File: src/rtl/sb_pkg.sv
// Shared constants and the buffered-store record for the store buffer.
package sb_pkg;

  localparam int AW       = 32;
  localparam int DW       = 32;
  localparam int PTR_W    = 2;
  localparam int DEPTH    = 1 << PTR_W;
  localparam int BE_W     = DW / 8;
  localparam int WORD_LSB = 2;

  localparam logic [BE_W-1:0] BE_FULL   = {BE_W{1'b1}};
  localparam logic [AW-1:0]   WORD_MASK = {{(AW-WORD_LSB){1'b1}}, {WORD_LSB{1'b0}}};

  typedef struct packed {
    logic [AW-1:0]   addr;
    logic [DW-1:0]   data;
    logic [BE_W-1:0] be;
  } sb_entry_t;

endpackage

File: src/rtl/sb_fwd_match.sv
// Youngest-match search over all buffered stores for load forwarding.
module sb_fwd_match
  import sb_pkg::*;
(
  input  sb_entry_t          entries [DEPTH],
  input  logic [DEPTH-1:0]   valid,
  input  logic [PTR_W-1:0]   wr_ptr,
  input  logic [AW-1:0]      ld_addr,
  output logic               match,
  output logic [PTR_W-1:0]   index,
  output logic               be_full
);

  logic [PTR_W-1:0] idx;

  // Walk from oldest slot to youngest (wr_ptr-1) so the last hit found is the youngest one.
  always_comb begin
    match   = 1'b0;
    index   = '0;
    be_full = 1'b0;
    idx     = '0;
    for (int k = DEPTH; k >= 1; k--) begin
      idx = wr_ptr - PTR_W'(k);
      if (valid[idx] && ((entries[idx].addr & WORD_MASK) == (ld_addr & WORD_MASK))) begin
        match   = 1'b1;
        index   = idx;
        be_full = (entries[idx].be == BE_FULL);
      end
    end
  end

endmodule

File: src/rtl/store_buffer.sv
// Store buffer: circular FIFO of committed stores drained to dmem with load forwarding.
module store_buffer
  import sb_pkg::*;
(
  input  logic              clk,
  input  logic              rst,
  input  logic              enq_valid,
  output logic              enq_ready,
  input  logic [AW-1:0]     enq_addr,
  input  logic [DW-1:0]     enq_data,
  input  logic [BE_W-1:0]   enq_be,
  output logic              dmem_req,
  output logic [AW-1:0]     dmem_addr,
  output logic [DW-1:0]     dmem_wdata,
  output logic [BE_W-1:0]   dmem_be,
  input  logic              dmem_ack,
  input  logic [AW-1:0]     ld_addr,
  output logic              ld_hit,
  output logic [DW-1:0]     ld_data,
  output logic              ld_conflict,
  output logic              sb_empty,
  output logic [PTR_W:0]    sb_count
);

  sb_entry_t          entries [DEPTH];
  logic [DEPTH-1:0]   valid;
  logic [PTR_W:0]     wr_ptr;
  logic [PTR_W:0]     rd_ptr;
  logic [PTR_W-1:0]   wr_idx;
  logic [PTR_W-1:0]   rd_idx;
  logic               full;
  logic               empty;
  logic               enq_fire;
  logic               deq_fire;
  logic               fwd_match;
  logic [PTR_W-1:0]   fwd_index;
  logic               fwd_be_full;

  assign wr_idx = wr_ptr[PTR_W-1:0];
  assign rd_idx = rd_ptr[PTR_W-1:0];

  // The extra pointer MSB distinguishes full from empty when the slot indices coincide.
  assign full  = (wr_ptr[PTR_W] != rd_ptr[PTR_W]) && (wr_idx == rd_idx);
  assign empty = (wr_ptr == rd_ptr);

  // Full is judged before any same-cycle ack, so a draining ack never opens a slot early.
  assign enq_ready = !full;
  assign enq_fire  = enq_valid && !full;
  assign dmem_req  = !empty;
  assign deq_fire  = dmem_req && dmem_ack;

  assign dmem_addr  = entries[rd_idx].addr & WORD_MASK;
  assign dmem_wdata = entries[rd_idx].data;
  assign dmem_be    = entries[rd_idx].be;

  assign sb_empty = empty;
  assign sb_count = wr_ptr - rd_ptr;

  // Pointer and valid-bit bookkeeping; a reset abandons any outstanding request.
  always_ff @(posedge clk) begin
    if (rst) begin
      wr_ptr <= '0;
      rd_ptr <= '0;
      valid  <= '0;
    end else begin
      if (enq_fire) begin
        valid[wr_idx] <= 1'b1;
        wr_ptr        <= wr_ptr + 1'b1;
      end
      if (deq_fire) begin
        valid[rd_idx] <= 1'b0;
        rd_ptr        <= rd_ptr + 1'b1;
      end
    end
  end

  // Entry payload storage carries no reset; valid bits alone qualify it.
  always_ff @(posedge clk) begin
    if (enq_fire) begin
      entries[wr_idx] <= '{addr: enq_addr, data: enq_data, be: enq_be};
    end
  end

  sb_fwd_match u_fwd (
    .entries (entries),
    .valid   (valid),
    .wr_ptr  (wr_idx),
    .ld_addr (ld_addr),
    .match   (fwd_match),
    .index   (fwd_index),
    .be_full (fwd_be_full)
  );

  assign ld_hit      = fwd_match && fwd_be_full;
  assign ld_conflict = fwd_match && !fwd_be_full;
  assign ld_data     = ld_hit ? entries[fwd_index].data : '0;

endmodule
File: config.mk
export PLATFORM = sky130hd
export DESIGN_NAME = store_buffer
export DESIGN_NICKNAME = d
export VERILOG_FILES = /design/src/rtl/sb_pkg.sv /design/src/rtl/sb_fwd_match.sv /design/src/rtl/store_buffer.sv
export SDC_FILE = /design/constraint.sdc
export NUM_CORES = 1
export LEC_CHECK = 0
export CAP_MARGIN = 20
export CORE_MARGIN = 8
export CORE_UTILIZATION = 32
export CTS_CLUSTER_SIZE = 8
export DETAILED_ROUTE_END_ITERATION = 12
export GPL_TIMING_DRIVEN = 0
export PLACE_DENSITY = 0.61
export SLEW_MARGIN = 20
export SYNTH_ARGS = -nofsm -noshare
export SYNTH_HDL_FRONTEND = slang
export SYNTH_HIERARCHICAL = 1
export SYNTH_SLANG_ARGS = --single-unit
File: constraint.sdc
create_clock -name clk -period 14.85 [get_ports clk]
set_clock_uncertainty 0.15 [all_clocks]
set_input_delay 2.2275 -clock clk [delete_from_list [all_inputs] [get_ports clk]]
set_output_delay 2.2275 -clock clk [all_outputs]
set_load 0.1 [all_outputs]
### Yosys cells after proc, flatten, opt, wreduce, memory -nomap -nowiden

Index checks and enable logic that the tools add are counted.

| cells by class | value |
|---|---|
| div/mod/pow operators | 0 |
| multiplexer cells | 49 |
| reduce and logical (&&, ||, !) cells | 15 |
| multipliers | 0 |
| $add $sub $neg | 6 |
| eq/ne operators | 11 |
| shift-type cells | 0 |
| bitwise gates (word level) | 9 |
| order comparisons | 14 |

Operators by type and width:

| cell | number |
|---|---|
| 68-bit binary-select mux with 2-bit select | 6 |
| 68-bit 2-to-1 mux | 11 |
| 272-bit bitwise mux | 1 |
| 68-bit demux with 2-bit select | 1 |
| 30-bit equality test | 4 |
| 36-bit 2-to-1 mux | 2 |
| 32-bit 2-to-1 mux | 1 |
| 3-bit greater-or-equal comparator, second input constant | 6 |
| 2-bit inverter with 3-bit output | 6 |
| 4-bit equality test, second input constant | 4 |
| 2-bit by 3-bit less-than comparator with 1-bit output, second input constant | 5 |
| 1-bit 2-to-1 mux | 14 |
| 1-bit logical AND | 12 |
| 4-bit 2-to-1 mux | 3 |
| 1-bit binary-select mux with 2-bit select | 4 |
| 2-bit 2-to-1 mux | 4 |
| 3-bit by 1-bit adder with 3-bit output, second input constant | 2 |
| 4-bit AND | 1 |
| 1-bit demux with 2-bit select | 2 |
| 2-bit by 1-bit greater-or-equal comparator with 1-bit output, second input constant | 2 |
| 4-bit inverter | 1 |
| 4-bit OR | 1 |
| 2-bit subtractor, second input constant | 2 |
| 3-bit equality test | 1 |
| 6 further kinds | 8 |

| storage, ports and cells | value |
|---|---|
| memories kept | 0 |
| memory bits (writable) | 0 |
| input bits | 104 |
| ROM bits | 0 |
| latch bits | 0 |
| flip-flop bits (word level) | 282 |
| output and inout port bits | 108 |
| word-level logic and storage cells | 119 |

### Longest topological paths before layout

Gate-level depths: netlist (run 1).

| logic depth | value |
|---|---|
| depth in word-level cells | 15 |
| mapped depth | 17 |

### Modules after synthesis

Netlist (run 1), hierarchy kept.

Modules (own cells, without submodules):

| module | cells an instance | area each (µm²) | instances |
|---|---|---|---|
| store_buffer | 517 | 11471.0 | 1 |
| sb_fwd_match | 584 | 4626.9 | 1 |

### Worst setup path before layout (run 1)

Ideal clock, no wire load.

| timing path | value |
|---|---|
| kind | input port to output port |
| start point | input port ld_addr[15] |
| end point | output port ld_data[0] |
| cell stages on the path | 13 |
| buffers on the path | 3 |
| arrival | 6.005 ns |
| data required time | 12.472 ns |
| path slack | 6.468 ns |
| cell sequence | buf_1 -> xnor2_1 -> o31a_1 -> or4_4 -> nor4_4 -> nand4_2 -> and2_1 -> o21ai_0 -> a21oi_1 -> buf_2 -> buf_6 -> mux4_2 -> nor2b_1 |

| on the way | value |
|---|---|
| longest elaborated chain between the ends | 11 |
| elaborated cells between the ends (all ways) | 26 |
| those cells by class | eq/ne (4); mux (16); bitwise (1); reduce/logical (5) |

RTL lines:

| element | RTL line | source |
|---|---|---|
| from (decl) | store_buffer.sv:17 | `input logic [AW-1:0] ld_addr,` |
| 30-bit equality test | sb_fwd_match.sv:24 | `if (valid[idx] && ((entries[idx].addr & WORD_MASK) == (ld_addr & WORD_MASK))) begin` |
| 1-bit logical AND | sb_fwd_match.sv:24 |  |
| 2-bit 2-to-1 mux (3 in a row) | sb_fwd_match.sv:24 |  |
| 2-bit 2-to-1 mux (*) | sb_fwd_match.sv:24 |  |
| named net fwd_index[0] | store_buffer.sv:36 | `logic [PTR_W-1:0] fwd_index;` |
| 2-bit inverter with 3-bit output (not written as such) (*) | store_buffer.sv:96 | `assign ld_data = ld_hit ? entries[fwd_index].data : '0;` |
| 68-bit binary-select mux with 2-bit select (*) | store_buffer.sv:96 |  |
| 36-bit 2-to-1 mux (not written as such) (*) (2 in a row) | store_buffer.sv:96 |  |
| 32-bit 2-to-1 mux (*) | store_buffer.sv:96 |  |
| to (decl) | store_buffer.sv:19 | `output logic [DW-1:0] ld_data,` |

The timed path passes the listed nets; every way through them passes the cells marked *. The select of a mux whose other input is x is not followed.

### Final worst setup path (run 1)

| timing path | value |
|---|---|
| start point | input port ld_addr[9] |
| end point | output port ld_data[24] |

The elaborated chain is that of the path after synthesis.

==> key figures, run 1 <==
Run status
  – Status: completed

GRT
  – Largest net degree at the start of global routing: 43
  – Vias in the first global route: 11800
  – GRT Overall Usage: 0.202
  – GRT overflow: 0
  – Global-route wire length before repair: 83500 um
  – Initial antenna violation count: 8

Die
  – Top-level port count: 212
  – Core Footprint: 49000 um^2
  – # rows: 81
  – Die area: 56900 um^2
  – Die Y: 239 um
  – Die X: 239 um
  – Starting Density: 0.324

Clock tree
  – Setup Fix Bufs, Post-CTS: 0
  – Clk buf depth: 3
  – Hold_buf cts: 0
  – Total CTS buffers: 40
  – H-tree depth: 2
  – Clk_lat worst skew: 0.56 ns
  – Root buf cell: clkbuf_16
  – CTS tree: built
  – Worst-path clk slew: 0.05 ns
  – # clock sinks: 274
  – Cts repair resizes: 0

STA
  – Tcrit/Tclk final: 0.696
  – Worst slew pin tran: 1.09 ns
  – Rel. slew slack: 0.269
  – Hold Violations, Final: 0
  – Fmax achieved: 96.7 MHz
  – RSZ-0062 raised after global routing: false
  – Setup TNS: 0 ns
  – Max-slew violations: 0
  – Hold WS: 0.415 ns
  – Fin crit period: 10.34 ns
  – Setup violators final: 0

Final layout
  – Nets@finish: 1439
  – Area Overhead vs Synth: 25.2%
  – Fin area: 19900 um^2
  – Share of cells above drive strength 1: 0.163
  – Most frequent cells in the layout: edfxtp_1, clkdlybuf4s50_1, mux2i_1
  – FILL cells: 4574
  – Most common cell after layout, fill and taps aside: edfxtp_1

Route
  – Via count: 11100
  – DR iter-0 viols: 1029
  – First drt pass iteration count: 6
  – Drt total wl: 58600 um
  – Vias/cell: 5.52
  – Final ANT Viol Nets: 0
  – Residual DRC count: 0
  – Routed len/inst: 29.1 um

Place
  – Final HPWL DP: 44000 um
  – GPL Wtd Cong: 1.01
  – Post-DP Area: 18700 um^2
  – Number of port buffers: 181

Yosys
  – Syn Area/Cell: 14.5 um^2
  – Yosys warning count: 6
  – Syn Inst Count: 1093
  – Synth Cell Area: 15900 um^2

Critical path
  – WP data required: 12.47 ns
  – Crit path launch type: primary input
  – Worst Path Arrival: 7.96 ns
  – R2R depth: 9
  – WS Path Type: primary input to output pin
  – CP Capture Type: output pin
  – Largest fanout on the critical path: 10

Min path
  – Min-Delay Path Depth: 2
  – HP Class: flop to flop

Pwr
  – Power density over the cells: 154 nW/um^2
  – Worst vdd ir: 0.126 mV
  – Overall power: 3.06 mW
  – Leakage power: 6.31 nW

Flow run
  – Max_cap viols: 0
==> path summary, 6_finish.rpt <==
check	startpoint	endpoint	slack (ns)
setup / recovery	ld_addr[9]	ld_data[24]	4.51
hold / removal	valid[1]	valid[1]	0.41
setup reg to reg	rd_ptr[1]	entries[82]	10.94
hold reg to reg	valid[1]	valid[1]	0.41
==> report_power, final <==
part / switching [mW] / leakage (nW) / internal, mW / total (mW)
sequential: 0.0255 / 2.51 / 0.891 / 0.917
clock: 0.332 / 0.541 / 0.497 / 0.829
combinational: 0.940 / 3.26 / 0.378 / 1.32
total: 1.30 / 6.31 / 1.77 / 3.06
==> metal layers <==
metal,part of all wire,up-vias,track usage
met5,0.00039,-,0
met4,0.036,4,0.0707
met3,0.088,122,0.0654
met2,0.47,452,0.330
met1,0.40,5699,0.249
li1,-,4824,-
==> layout make-up <==
type | instances | area, um^2 | share of cell area
sequential | 274 | 8130 | 0.409
multi-input combinational | 702 | 7140 | 0.360
timing repair buffer | 188 | 2000 | 0.101
clock buffer | 56 | 1070 | 0.0540
tap | 664 | 831 | 0.0419
buffer | 90 | 504 | 0.0254
inverter | 28 | 113 | 0.00567
clock inverter | 3 | 53.8 | 0.00271
antenna | 7 | 17.5 | 0.000882
==> sequential cells by signal (all words and copies together), names as in the netlist <==
name	flops
entries	264
valid	4
wr_ptr	3
rd_ptr	3
==> stage by stage <==
stage	setup slack [ns]	instances	util
after floorplan	6.47	1094	-
final	4.51	2012	0.406
after global routing	4.39	2006	0.405
after detailed placement	4.67	1946	0.382
after CTS	4.64	2005	0.405
after global placement	4.62	1939	0.378
==> worst max-delay path, cell delays in order <==
cell             delay (ns)
clkdlybuf4s50_1        0.56
clkbuf_1               0.45
nor2_1                 0.11
a21oi_1                0.40
nor4b_1                0.52
o22ai_1                0.25
o41ai_1                0.60
a31oi_1                0.16
o221ai_1               0.55
buf_2                  0.40
mux4_2                 0.24
nor2b_1                0.26
clkdlybuf4s50_1        1.20
(Power assumes the default switching activity.)
==> run 2, diff against run 1 <==
==> constraint.sdc (replaced) <==
create_clock -name clk -period 10.8 [get_ports clk]
set_clock_uncertainty 0.15 [all_clocks]
set_input_delay 1.62 -clock clk [delete_from_list [all_inputs] [get_ports clk]]
set_output_delay 1.62 -clock clk [all_outputs]
set_load 0.1 [all_outputs]
==> results of run 2 <==
The final DEF is identical to that of run 1. Status: completed.
Main changes from that run: setup slack after placement 4.67 ns -> 1.84 ns; setup slack after layout 4.51 ns -> 1.67 ns; register-to-register setup slack 10.94 ns -> 6.89 ns; total power 3.06 mW -> 4.21 mW; worst IR drop on VDD 0.126 mV -> 0.174 mV
==> run 3, diff against run 2 <==
==> constraint.sdc (replaced) <==
create_clock -name clk -period 8.89 [get_ports clk]
set_clock_uncertainty 0.15 [all_clocks]
set_input_delay 1.3335 -clock clk [delete_from_list [all_inputs] [get_ports clk]]
set_output_delay 1.3335 -clock clk [all_outputs]
set_load 0.1 [all_outputs]
==> run 3 against run 2 <==
Global-route usage unchanged. Design area up 0.18%. Highest routed layer unchanged. Largest cell class unchanged. Critical path type is now flop to output pin. Sequential share of layout area down 0.072 points.
==> key figures, run 3 (synthesized netlist as in run 1, its figures left out) <==
Clock tree
  – Root buf cell: clkbuf_16 (unchanged)
  – Cts repair resizes: 0 (unchanged)
  – Worst-path clk slew: 0.05 ns (about the same)
  – Total CTS buffers: 40 (unchanged)
  – Hold_buf cts: 0 (unchanged)
  – CTS tree: built (unchanged)
  – # clock sinks: 274 (unchanged)
  – H-tree depth: 2 (unchanged)
  – Setup Fix Bufs, Post-CTS: 0 (unchanged)
  – Clk_lat worst skew: 0.56 ns (about the same)
  – Clk buf depth: 3 (unchanged)

Pwr
  – Pint: 2.95 mW (was 2.43 mW)
  – Switching part of the total: 0.423 (about the same)
  – Clock Power Share: 0.270 (about the same)
  – Power density over the cells: 257 nW/um^2 (was 212 nW/um^2)
  – Leakage power: 6.59 nW (was 6.31 nW)
  – Worst vdd ir: 0.210 mV (was 0.174 mV)
  – Psw: 2.17 mW (was 1.78 mW)
  – Part of the power in combinational logic: 0.431 (was 0.430)
  – Register share of total power: 0.299 (about the same)

GRT
  – Initial antenna violation count: 8 (unchanged)
  – Vias in the first global route: 11800 (unchanged)
  – GRT Overall Usage: 0.202 (unchanged)
  – GRT overflow: 0 (unchanged)
  – Global-route wire length before repair: 83500 um (unchanged)
  – Largest net degree at the start of global routing: 43 (unchanged)

Die
  – Die area: 56900 um^2 (unchanged)
  – Die X: 239 um (unchanged)
  – Top-level port count: 212 (unchanged)
  – Starting Density: 0.324 (unchanged)
  – Die Y: 239 um (unchanged)
  – Core Footprint: 49000 um^2 (unchanged)
  – # rows: 81 (unchanged)

Route
  – Final ANT Viol Nets: 0 (unchanged)
  – First drt pass iteration count: 7 (was 6)
  – Residual DRC count: 0 (unchanged)
  – Via count: 11100 (about the same)
  – Routed len/inst: 29.1 um (about the same)
  – Drt total wl: 58600 um (about the same)
  – Vias/cell: 5.53 (was 5.52)
  – DR iter-0 viols: 1017 (was 1029)

Critical path
  – Crit path top cell by count: buf_4 (was clkdlybuf4s50_1)
  – WP data required: 7.41 ns (was 9.03 ns)
  – CP max-delay cell: clkdlybuf4s50_1 (unchanged)
  – Critical path's largest stage delay: 1.20 ns (about the same)
  – CP Capture Type: output pin (unchanged)
  – Largest fanout on the critical path: 10 (unchanged)
  – CP Cell Sequence: buf_4 > buf_4 > buf_4 > buf_6 > mux2i_1 > mux2i_1 > xor2_1 > nor4_1 > o2111ai_1 > o41ai_1 > a31oi_1 > o221ai_1 > buf_2 > mux4_2 > nor2b_1 > clkdlybuf4s50_1 (was clkdlybuf4s50_1 > clkbuf_1 > nor2_1 > a21oi_1 > nor4b_1 > o22ai_1 > o41ai_1 > a31oi_1 > o221ai_1 > buf_2 > mux4_2 > nor2b_1 > clkdlybuf4s50_1)
  – WS Path Type: flop to output pin (was primary input to output pin)
  – Worst Path Arrival: 7.16 ns (was 7.36 ns)
  – R2R depth: 9 (unchanged)
  – Crit path launch type: flop (was primary input)

STA
  – RSZ-0062 raised after global routing: false (unchanged)
  – Fin crit period: 8.64 ns
  – Hold Violations, Final: 0 (unchanged)
  – Max-slew violations: 0 (unchanged)
  – Tcrit/Tclk final: 0.972
  – Rel. slew slack: 0.262 (was 0.269)
  – Worst slew pin tran: 1.11 ns (was 1.09 ns)
  – Hold WS: 0.409 ns (was 0.415 ns)
  – Setup violators final: 0 (unchanged)
  – Fmax achieved: 116 MHz
  – Setup TNS: 0 ns (unchanged)

Place
  – GPL Wtd Cong: 1.01 (unchanged)
  – Number of port buffers: 181 (unchanged)
  – DP Cell Count: 1946 (unchanged)
  – Final HPWL DP: 44000 um (unchanged)

Run status
  – Status: completed (unchanged)

Final layout
  – Share of cells above drive strength 1: 0.163 (unchanged)
  – Footprint of the multi-input gates: 7140 um^2 (unchanged)
  – Largest register FFs: 264 (unchanged)
  – Most frequent cells in the layout: edfxtp_1, clkdlybuf4s50_1, mux2i_1 (unchanged)
  – FILL cells: 4569 (was 4574)
  – Most common cell after layout, fill and taps aside: edfxtp_1 (unchanged)
  – Nets@finish: 1439 (unchanged)
  – Final std cells w/o fill: 2011 (was 2012)
  – Register with the most flip-flops: entries (unchanged)
  – Total area of sequential cells: 8130 um^2 (unchanged)
  – Area Overhead vs Synth: 25.4% (was 25.2%)
  – Top flop regs: entries: 264 flops, valid: 4 flops (unchanged)

Min path
  – Min-Delay Path Depth: 2 (unchanged)
  – HP Class: flop to flop (unchanged)

Flow run
  – Max_cap viols: 0 (unchanged)
==> run 3: cell types whose count changed in the layout (fill, tap and decap cells not counted) <==
cell	delta
clkdlybuf4s50_1	-15
diode_2	-1
dlymetal6s2s_1	+15
==> run 3: routing by layer <==
| metal | share of wire | vias to the layer above | global-route usage |
|---|---|---|---|
| met3 | 0.089 | 118 | 0.0654 |
| met1 | 0.40 | 5728 | 0.249 |
| met5 | 0.00039 | - | 0 |
| li1 | - | 4825 | - |
| met2 | 0.47 | 449 | 0.330 |
| met4 | 0.035 | 4 | 0.0707 |
==> run 3: cell type report <==
cell class              count  share of cell area
diodes                      6            0.000755
plain buffers              90              0.0254
clock buffers              56              0.0539
clock inverters             3             0.00271
inverters                  28             0.00566
multi-input cells         702               0.359
flip-flops and latches    274               0.409
well taps                 664              0.0418
repair buffers            188               0.102
==> run 3: metrics by stage <==
step	worst slack [ns]	total power, mW	cell area (um^2)	util
after floorplan	2.30	3.17	15900	-
after global placement	-0.891	3.76	18500	0.378
after detailed placement	0.502	3.77	18700	0.382
after CTS	0.299	5.17	19800	0.405
after global routing	0.00152	5.28	19900	0.406
final	0.246	5.12	19900	0.406
==> run 3: critical path: cells and delay by family (launching register included) <==
family / cells / cell delay [ns]
buffers and inverters: 6 / 2.81
AO/OA/AOI/OAI: 4 / 1.59
AND/OR/NAND/NOR: 2 / 0.68
flip-flops: 1 / 0.43
XOR/XNOR: 1 / 0.18
multiplexers: 3 / 0.86
==> run 3: power by group through the flow <==
stage	Clock [mW]	Combinational, mW	Sequential (mW)
final	1.38	2.20	1.53
after detailed placement	0	2.21	1.56
after floorplan	0	1.63	1.54
after CTS	1.42	2.22	1.53
after global routing	1.46	2.28	1.54
after global placement	0	2.21	1.56
==> run 3: final timing paths <==
path | from | endpoint | slack, ns
max | wr_ptr[1] | ld_data[23] | 0.25
min | valid[1] | valid[1] | 0.41
max reg2reg | rd_ptr[1] | entries[82] | 4.98
min reg2reg | valid[1] | valid[1] | 0.41
